===== src/rtl/aes_round_ctrl.sv =====
// Round sequencer for the iterative AES core: latches one block operation,
// waits for the key schedule, then steps the shared round datapath once per cycle.
module aes_round_ctrl (
  input  logic       clk,
  input  logic       rst,
  input  logic       start,
  input  logic       dec_in,
  input  logic [1:0] mode_in,
  input  logic       key_ready,
  input  logic       out_ready,
  output logic       in_ready,
  output logic       busy,
  output logic       state_ld,
  output logic       state_en,
  output logic [4:0] round,
  output logic [1:0] mode,
  output logic       dec,
  output logic       last_round,
  output logic       out_valid
);

  typedef enum logic [1:0] {IDLE, WAIT_KEY, RUN, DONE} state_t;

  state_t     state, state_nx;
  logic [4:0] round_nx;
  logic [1:0] mode_nx;
  logic       dec_nx;
  logic [4:0] first_cur, final_cur;

  function automatic logic [4:0] num_rounds(input logic [1:0] m);
    logic [4:0] nr;
    case (m)
      2'h2:    nr = 5'd12;
      2'h3:    nr = 5'd14;
      default: nr = 5'd10;
    endcase
    return nr;
  endfunction

  // Decrypt rounds are numbered Nr+1 .. 2*Nr+1 so the last one is the value
  // on which inv_mixColumns bypasses itself.
  function automatic logic [4:0] first_round(input logic d, input logic [1:0] m);
    return d ? num_rounds(m) + 5'd1 : 5'd0;
  endfunction

  function automatic logic [4:0] final_round(input logic d, input logic [1:0] m);
    return d ? (num_rounds(m) << 1) + 5'd1 : num_rounds(m);
  endfunction

  assign first_cur = first_round(dec, mode);
  assign final_cur = final_round(dec, mode);

  always_ff @(posedge clk) begin
    if (rst) begin
      state <= IDLE;
      round <= 5'h00;
      mode  <= 2'h0;
      dec   <= 1'b0;
    end else begin
      state <= state_nx;
      round <= round_nx;
      mode  <= mode_nx;
      dec   <= dec_nx;
    end
  end

  // Outputs decode only registered state, so no input reaches an output combinationally.
  always_comb begin
    state_nx   = state;
    round_nx   = round;
    mode_nx    = mode;
    dec_nx     = dec;
    in_ready   = 1'b0;
    busy       = 1'b1;
    state_ld   = 1'b0;
    state_en   = 1'b0;
    last_round = 1'b0;
    out_valid  = 1'b0;
    case (state)
      IDLE: begin
        in_ready = 1'b1;
        busy     = 1'b0;
        if (start) begin
          dec_nx   = dec_in;
          mode_nx  = mode_in;
          round_nx = first_round(dec_in, mode_in);
          state_nx = WAIT_KEY;
        end
      end
      WAIT_KEY: begin
        if (key_ready) state_nx = RUN;
      end
      RUN: begin
        state_en = 1'b1;
        state_ld = (round == first_cur);
        if (round == final_cur) begin
          last_round = 1'b1;
          state_nx   = DONE;
        end else begin
          round_nx = round + 5'd1;
        end
      end
      DONE: begin
        out_valid = 1'b1;
        if (out_ready) state_nx = IDLE;
      end
      default: state_nx = IDLE;
    endcase
  end

endmodule


===== config.mk =====
export PLATFORM = sky130hd
export DESIGN_NAME = aes_round_ctrl
export DESIGN_NICKNAME = d
export VERILOG_FILES = /design/src/rtl/aes_round_ctrl.sv
export SDC_FILE = /design/constraint.sdc
export NUM_CORES = 1
export LEC_CHECK = 0
export CAP_MARGIN = 20
export CORE_MARGIN = 2
export CORE_UTILIZATION = 47
export DETAILED_ROUTE_END_ITERATION = 12
export PLACE_DENSITY = 0.78
export RECOVER_POWER = 100
export SLEW_MARGIN = 20
export SYNTH_ARGS = -nofsm -noshare
export SYNTH_HDL_FRONTEND = slang
export SYNTH_SLANG_ARGS = --single-unit
export TNS_END_PERCENT = 5

===== constraint.sdc =====
create_clock -name clk -period 2.3 [get_ports clk]
set_input_delay 0.46 -clock clk [delete_from_list [all_inputs] [get_ports clk]]
set_output_delay 0.46 -clock clk [all_outputs]
set_load 0.02 [all_outputs]

# [Yosys cells after proc, flatten, opt, wreduce, memory -nomap -nowiden]
# Index checks and enable logic that the tools add are counted.
[totals] reg_bits=10 in_bits=8 output_inout_bits=14 elab_cells=49
[classes] addsub=4 eq_ne=14 n_mux=22 n_reduce_logical=5
[ops] operator="$mux W5" n=7
[ops] operator="$add A5 B1 Y5 const B" n=4
[ops] operator="$eq A2 B2 Y1 const B" n=6
[ops] operator="$pmux W3 S2" n=2
[ops] operator="$eq A5 B5 Y1" n=2
[ops] operator="$ne A2 B2 Y1 const B" n=5
[ops] operator="$pmux W5 S2" n=1
[ops] operator="$mux W2" n=4
[ops] operator="$pmux W2 S4" n=1
[ops] operator="$mux W1" n=7
[ops] operator="$reduce_and A4 Y1" n=1
[ops] operator="$reduce_and A3 Y1" n=1
[ops] operator="$eq A2 B1 Y1 const B" n=1
[ops] operator="$logic_not A2 Y1" n=1
[ops] operator="$reduce_and A2 Y1" n=1
[ops] operator="$reduce_bool A2 Y1" n=1

# [Logic depth before layout (Yosys ltp)]
# Gate-level depths: netlist (run 1).
[logic_depth] ltp_word=8 depth_mapped=8 mapped_depth_nobuf=7

# [Least setup slack after synthesis (run 1)]
# OpenSTA, ideal clock, no wires.
[synth_path] kind="register -> output" startpoint="register state[0]" endpoint="output state_ld" t_arrival_ns=1.520 required_time_ns=1.840 slack_ns=0.320 path_stages_with_launch=6 n_path_buf=1 cell_sequence="dfxtp_1 inv_1 ha_1 buf_2 nand2b_1 nor3_1"
[synth_between] elab_chain_cells=2
[synth_rtl] item="from (decl)" line_no="24" source="state_t state, state_nx;"
[synth_rtl] item="from (signal assigned)" line_no="60" source="state <= state_nx;"
[synth_rtl] item="$eq A2 B2 Y1" line_no="79" source="case (state)"
[synth_rtl] item="$mux W1" line_no="79"
[synth_rtl] item="to (decl)" line_no="13" source="output logic state_ld,"
# Every way passes these cells.

# [Worst setup path after layout (run 1)]
[layout_path] startpoint="register state[0]" endpoint="output state_en"
[layout_between] elab_chain_cells=2
[layout_rtl] item="$eq A2 B2 Y1" line_no="79"
[layout_rtl] item="$mux W1" line_no="79"
[layout_rtl] item="to (decl)" line_no="14" source="output logic state_en,"
# Every way passes these cells.

==> run metrics, run 1 <==
r2r worst-path depth=6; clock buffer depth=2; Yosys top cell area share=0.238; first-pass GRT wire length=between 3 and 4 mm; later-pin clock latency in the skew report=approximately 0.27 ns; Worst R2R Start=dec; Placer Congestion=between 0.8 and 0.9; Resized cells post-CTS=3; synth cell count leaders=inv_1, nand2_1, dfxtp_1; M2 GR Usage=0.356; IO Pins=22; cells taking the most area after synthesis=dfxtp_1, ha_1, inv_1; sequential area share after synthesis=0.238; CP max FO=10; Post-synth EDFFs=0; violation count after the first detailed-routing iteration=11; Hold Path Class=flop to flop; IO buf count=21; GRT Max-Usage Layer=met2; worst-margin pin slew=between 0.3 and 0.4 ns; number of core rows=15; met1 usage=0.270; hold_ws=between 0.5 and 0.6 ns; # fillers=roughly 150; Synthesized Nets=between 100 and 150; crit path time final=~2.2 ns; pin count of the biggest net entering global routing=12; DRT Pass-1 Iters=4; Post CTS Setup Buffer Count=0; share of post-route cells with drive strength above 1=0.159; DIE WIDTH=roughly 46 um; Seq pwr share=0.248; Overflow after GRT=0; #FFs+latches synth=10; setup slack, reg-to-reg=~0.32 ns; Most used DFF post-synth=dfxtp_1; Critical Path Source Type=flop; Num CTS Buffers=3; Pint=around 620 uW; critical path data required time=about 1.8 ns; Util after Layout=0.673; syn_area_per_cell=approximately 8.0 um2; DR WL/cell=12.2 um; CP arrival=about 1.7 ns; largest area contributor in the netlist=dfxtp_1; fraction of registers with async set/reset=0; power density cells=1000 nW/um2; routed vias=871; post-route ant nets=0; DR vias/cell=5.34; Post-DP HPWL=between 1.5 and 2 mm; Reg2Reg Capture Point=state[1]; Max Slew Vio Count=0; clk_skew=roughly 0.0059 ns; fmax=between 0.4 and 0.5 GHz; Clock Tree Root=clkbuf_4; Syn Inst Count=around 110; Hold Startpoint=state[0]; final setup TNS=0 ns; GRT Overall Usage=0.213; Max VDD drop=around 0.00077 V; ANT cells=0; Hold EP=state[0]; Critical Path Sink Type=output port; final hold violation count=0; Sw Pwr=about 530 uW; Max-slew headroom=0.743; Initial Util=0.492; CTS tree=yes; final setup vio count=0; clk sinks=10; Crit Path Category=flop to output port; final routed DRC violation total=0; core footprint=approximately 1700 um2; clock power share=0.105; Nets=153; hold_buf cts=0; clock slew at reported path FFs=roughly 0.070 ns; outcome=finished, final reports clean; Yosys cell types=39; synthesis-to-finish area growth=36.6%; RSZ-0062 raised after global routing=no; Max Cap Violations=0; leakage power=between 0.0004 and 0.0005 uW; initial antenna violation count=0; Final period util=0.950; die area=around 2100 um2; YS warnings=0; Mapped Area=841 um2; GR Util met3=0.0471; Die Span Y=46.3 um; hold path depth=1; H-tree depth=1; switching part of the total power=0.463; DRT Wirelength=between 1.5 and 2 mm; vias in the first global route=about 790; proportion of power drawn by combinational gates=0.647
## layout make-up
type | instances | area [um2] | area share
Sequential cell | 10 | 200 | 0.174
Clock buffer | 3 | 22.5 | 0.0196
Tap cell | 25 | 31.3 | 0.0272
Inverter | 12 | 45.0 | 0.0392
Multi-Input combinational cell | 76 | 537 | 0.467
Timing Repair Buffer | 37 | 313 | 0.272
## worst max-delay path by stage
stage	endpoint	from	depth (start not counted)	slack, ns
global route	state_en	state[0]	4	0.03
floorplan	state_ld	state[0]	5	0.32
CTS	last_round	dec	5	0.02
finish	state_en	state[0]	4	0.11
detailed placement	last_round	dec	5	0.02
global placement	last_round	dec	5	0.04
## logic make-up (layout without fill, tap and decap cells)
| logic type | Yosys count | in the layout | synth area share |
|---|---|---|---|
| compound gates | 30 | 30 | 0.305 |
| simple gates | 37 | 37 | 0.234 |
| mux | 1 | 1 | 0.0119 |
| fa+ha+maj | 5 | 5 | 0.0744 |
| xor+xnor | 3 | 3 | 0.0313 |
| buf+inv | 19 | 52 | 0.106 |
| flops | 10 | 10 | 0.238 |
## critical path, cell delays in order (launching register included)
cell and delay, ns:
dfxtp_1 0.34, inv_1 0.09, ha_1 0.22, buf_4 0.19, clkdlybuf4s50_1 0.62
## flip-flops by register name, summed over array words and instances (netlist names)
register  flops
dec           1
state         2
mode          2
round         5
## stage by stage
stage	area (um2)	total power, uW	setup slack, ns	std cells
3_5_place_dp	1160	1090	0.0236	160
6_report	1150	1150	0.114	163
3_3_place_gp	1160	1070	0.0406	160
5_1_grt	1150	1250	0.0260	163
2_1_floorplan	841	810	0.320	105
4_1_cts	1180	1220	0.0238	163
## power groups by stage
stage	registers, uW	clock network, uW	logic (uW)
finish	285	121	744
global placement	283	0	791
CTS	285	126	805
floorplan	305	0	505
global route	294	131	820
detailed placement	289	0	806
## cells in the final DEF (no fill, tap or decap), types with 4 or more instances in the layout
cell             instances
a21oi_1                  7
buf_4                   13
clkdlybuf4s50_1          9
dfxtp_1                 10
dlygate4sd3_1           10
ha_1                     4
inv_1                   11
nand2_1                 11
nand3_1                  5
nor2_1                   5
nor3_1                   4
o21ai_0                  5
## layer usage
metal	share of wire	routed length [um]
met2	0.51	1020
met1	0.45	893
met3	0.026	52
met5	0	0
met4	0.011	21
No activity file was read; power rests on OpenSTA's default activity.
==> run 2: changes to the inputs <==
--- a/config.mk
+++ b/config.mk
@@ -8,6 +8,7 @@
 export CAP_MARGIN = 20
 export CORE_MARGIN = 2
 export CORE_UTILIZATION = 47
+export CTS_CLUSTER_SIZE = 16
 export DETAILED_ROUTE_END_ITERATION = 12
 export PLACE_DENSITY = 0.78
 export RECOVER_POWER = 100
==> constraint.sdc (replaced) <==
create_clock -name clk -period 2.3 [get_ports clk]
set_input_delay 0.46 -clock clk [delete_from_list [all_inputs] [get_ports clk]]
set_output_delay 0.46 -clock clk [all_outputs]
set_load 0.1 [all_outputs]
==> run 2 against run 1 <==
Effect of this change: clock skew shrank 0.0019 ns; worst hold slack lost 0.034 ns; utilization shrank 2.7 points; non-clock buffer count shrank 16; total power grew 42%; cell area shrank 4.0%; clock-buffer cell count grew 1; critical path depth grew 1; critical endpoint is now last_round; largest cell class unchanged; largest power group unchanged.
==> run metrics, run 2 (same netlist as run 1, synthesis figures left out) <==
outcome=finished, final reports clean; Placer Congestion=0.936 (+4.2%); Final period util=0.965 (+0.0144); clock buffer depth=2 (unchanged); Nets=137 (-10%); first-pass GRT wire length=3.15 mm (-5.0%); IO Pins=22 (unchanged); power density cells=1480 nW/um2 (+48%); routed vias=806 (-7.5%); initial antenna violation count=0 (unchanged); Num CTS Buffers=3 (unchanged); CP arrival=1.76 ns (+0.03 ns); Max Slew Vio Count=0 (unchanged); GRT Overall Usage=0.204 (-0.00914); post-route ant nets=0 (unchanged); fmax=0.451 GHz (-1.5%); Hold Path Class=flop to flop; vias in the first global route=749 (-4.6%); most frequent cells in the layout=nand2_1, inv_1, clkbuf_2; final hold violation count=0 (unchanged); final setup vio count=0 (unchanged); largest reg by FF count=round; Crit Path Category=flop to output port; worst-margin pin slew=0.541 ns (+0.155 ns); CP max FO=11 (+1); hold_buf cts=0 (unchanged); pre-CTS WS=0.335 ns (+0.311 ns); Die Span Y=46.3 um (unchanged); crit path time final=2.22 ns (+0.0332 ns); violation count after the first detailed-routing iteration=14 (+3); total power=1640 uW (+42%); H-tree depth=1 (unchanged); Max VDD drop=0.000955 V (+25%); clk_skew=0.00404 ns (-0.00186 ns); RSZ-0062 raised after global routing=no; final setup TNS=0 ns (unchanged); synthesis-to-finish area growth=31.1%; setup slack, reg-to-reg=0.44 ns (+0.12 ns); Post-DP HPWL=1.52 mm (-3.4%); placed insts=144 (-10%); Setup crit start=round[1]; Overflow after GRT=0 (unchanged); pin count of the biggest net entering global routing=13 (+1); Critical Path Sink=last_round; clock slew at reported path FFs=0.06 ns (about the same); r2r worst-path depth=5 (-1); Critical Path Source Type=flop; core footprint=1710 um2 (unchanged); critical path data required time=1.84 ns (about the same); later-pin clock latency in the skew report=0.27 ns (about the same); final routed DRC violation total=0 (unchanged); Reg2Reg Capture Point=state[1]; Critical Path Sink Type=output port; number of core rows=15 (unchanged); DRT Pass-1 Iters=4 (unchanged); leakage power=0.000415 uW (-13%); CTS tree=yes; Initial Util=0.492 (unchanged); die area=2140 um2 (unchanged); IO buf count=21 (unchanged); Top Registers=round: 5 flops, mode: 2 flops, state: 2 flops; Max Cap Violations=0 (unchanged); clk sinks=10 (unchanged); max FFs per register=5 (unchanged); commonest non-fill, non-tap cell in the layout=nand2_1; Worst R2R Start=round[1]; ANT cells=0 (unchanged); DIE WIDTH=46.3 um (unchanged); DR vias/cell=5.45 (+1.9%); Clock Tree Root=clkbuf_4; worst setup margin=0.0809 ns (-0.0332 ns); DR WL/cell=12.8 um (+5.0%); share of post-route cells with drive strength above 1=0.301 (+0.141); final std cells w/o fill=148 (-9.2%); Max-slew headroom=0.641 (-0.102); DRT Wirelength=1.89 mm (-4.7%)
run 2: layout make-up:
cell class                      instances  area, um2
Multi-Input combinational cell         76        588
Tap cell                               25       31.3
Inverter                               12       51.3
Sequential cell                        10        220
Clock buffer                            4       36.3
Fill cell                             141        606
Timing Repair Buffer                   21        175
run 2: stage by stage:
| step | hold WS, ns | utilization | area [um2] |
|---|---|---|---|
| 4_1_cts | 0.518 | 0.693 | 1180 |
| 5_1_grt | 0.538 | 0.645 | 1100 |
| 6_report | 0.515 | 0.645 | 1100 |
| 3_5_place_dp | 0.507 | 0.672 | 1150 |
| 2_1_floorplan | 0.486 | - | 945 |
| 3_3_place_gp | 0.497 | 0.672 | 1150 |
run 2: routing by layer:
metal  GRT usage  up-vias  wire length, um
li1            -      414                -
met5           0        -                0
met1       0.231      373              837
met3      0.0471        2               62
met4      0.0686        0               17
met2       0.369       17              973
run 2: worst max-delay path, stage by stage, from the launching register on:
cell and delay (ns):
dfxtp_2 0.39, or4b_4 0.52, o311ai_4 0.11, o2111ai_4 0.17, inv_4 0.12, buf_12 0.17
run 2: report_power, final:
part / switching [uW] / total, uW / internal, uW
clock network: 65.5 / 162 / 96.3
logic: 840 / 1140 / 299
registers: 101 / 334 / 233
total: 1010 / 1640 / 629
run 2: worst min path at each step:
stage | startpoint | to | slack (ns) | cells after the start
after global placement | mode[0] | mode[0] | 0.50 | 2
final | mode[0] | mode[0] | 0.52 | 2
after CTS | round[0] | round[0] | 0.52 | 2
after floorplan | state[1] | state[1] | 0.49 | 2
after global routing | mode[0] | mode[0] | 0.54 | 2
after detailed placement | round[0] | round[0] | 0.51 | 2
run 2: timing repair:
item	4_1_cts	5_1_grt
setup buffers	0	0
resized for setup	0	2
setup endpoints to repair	0	1
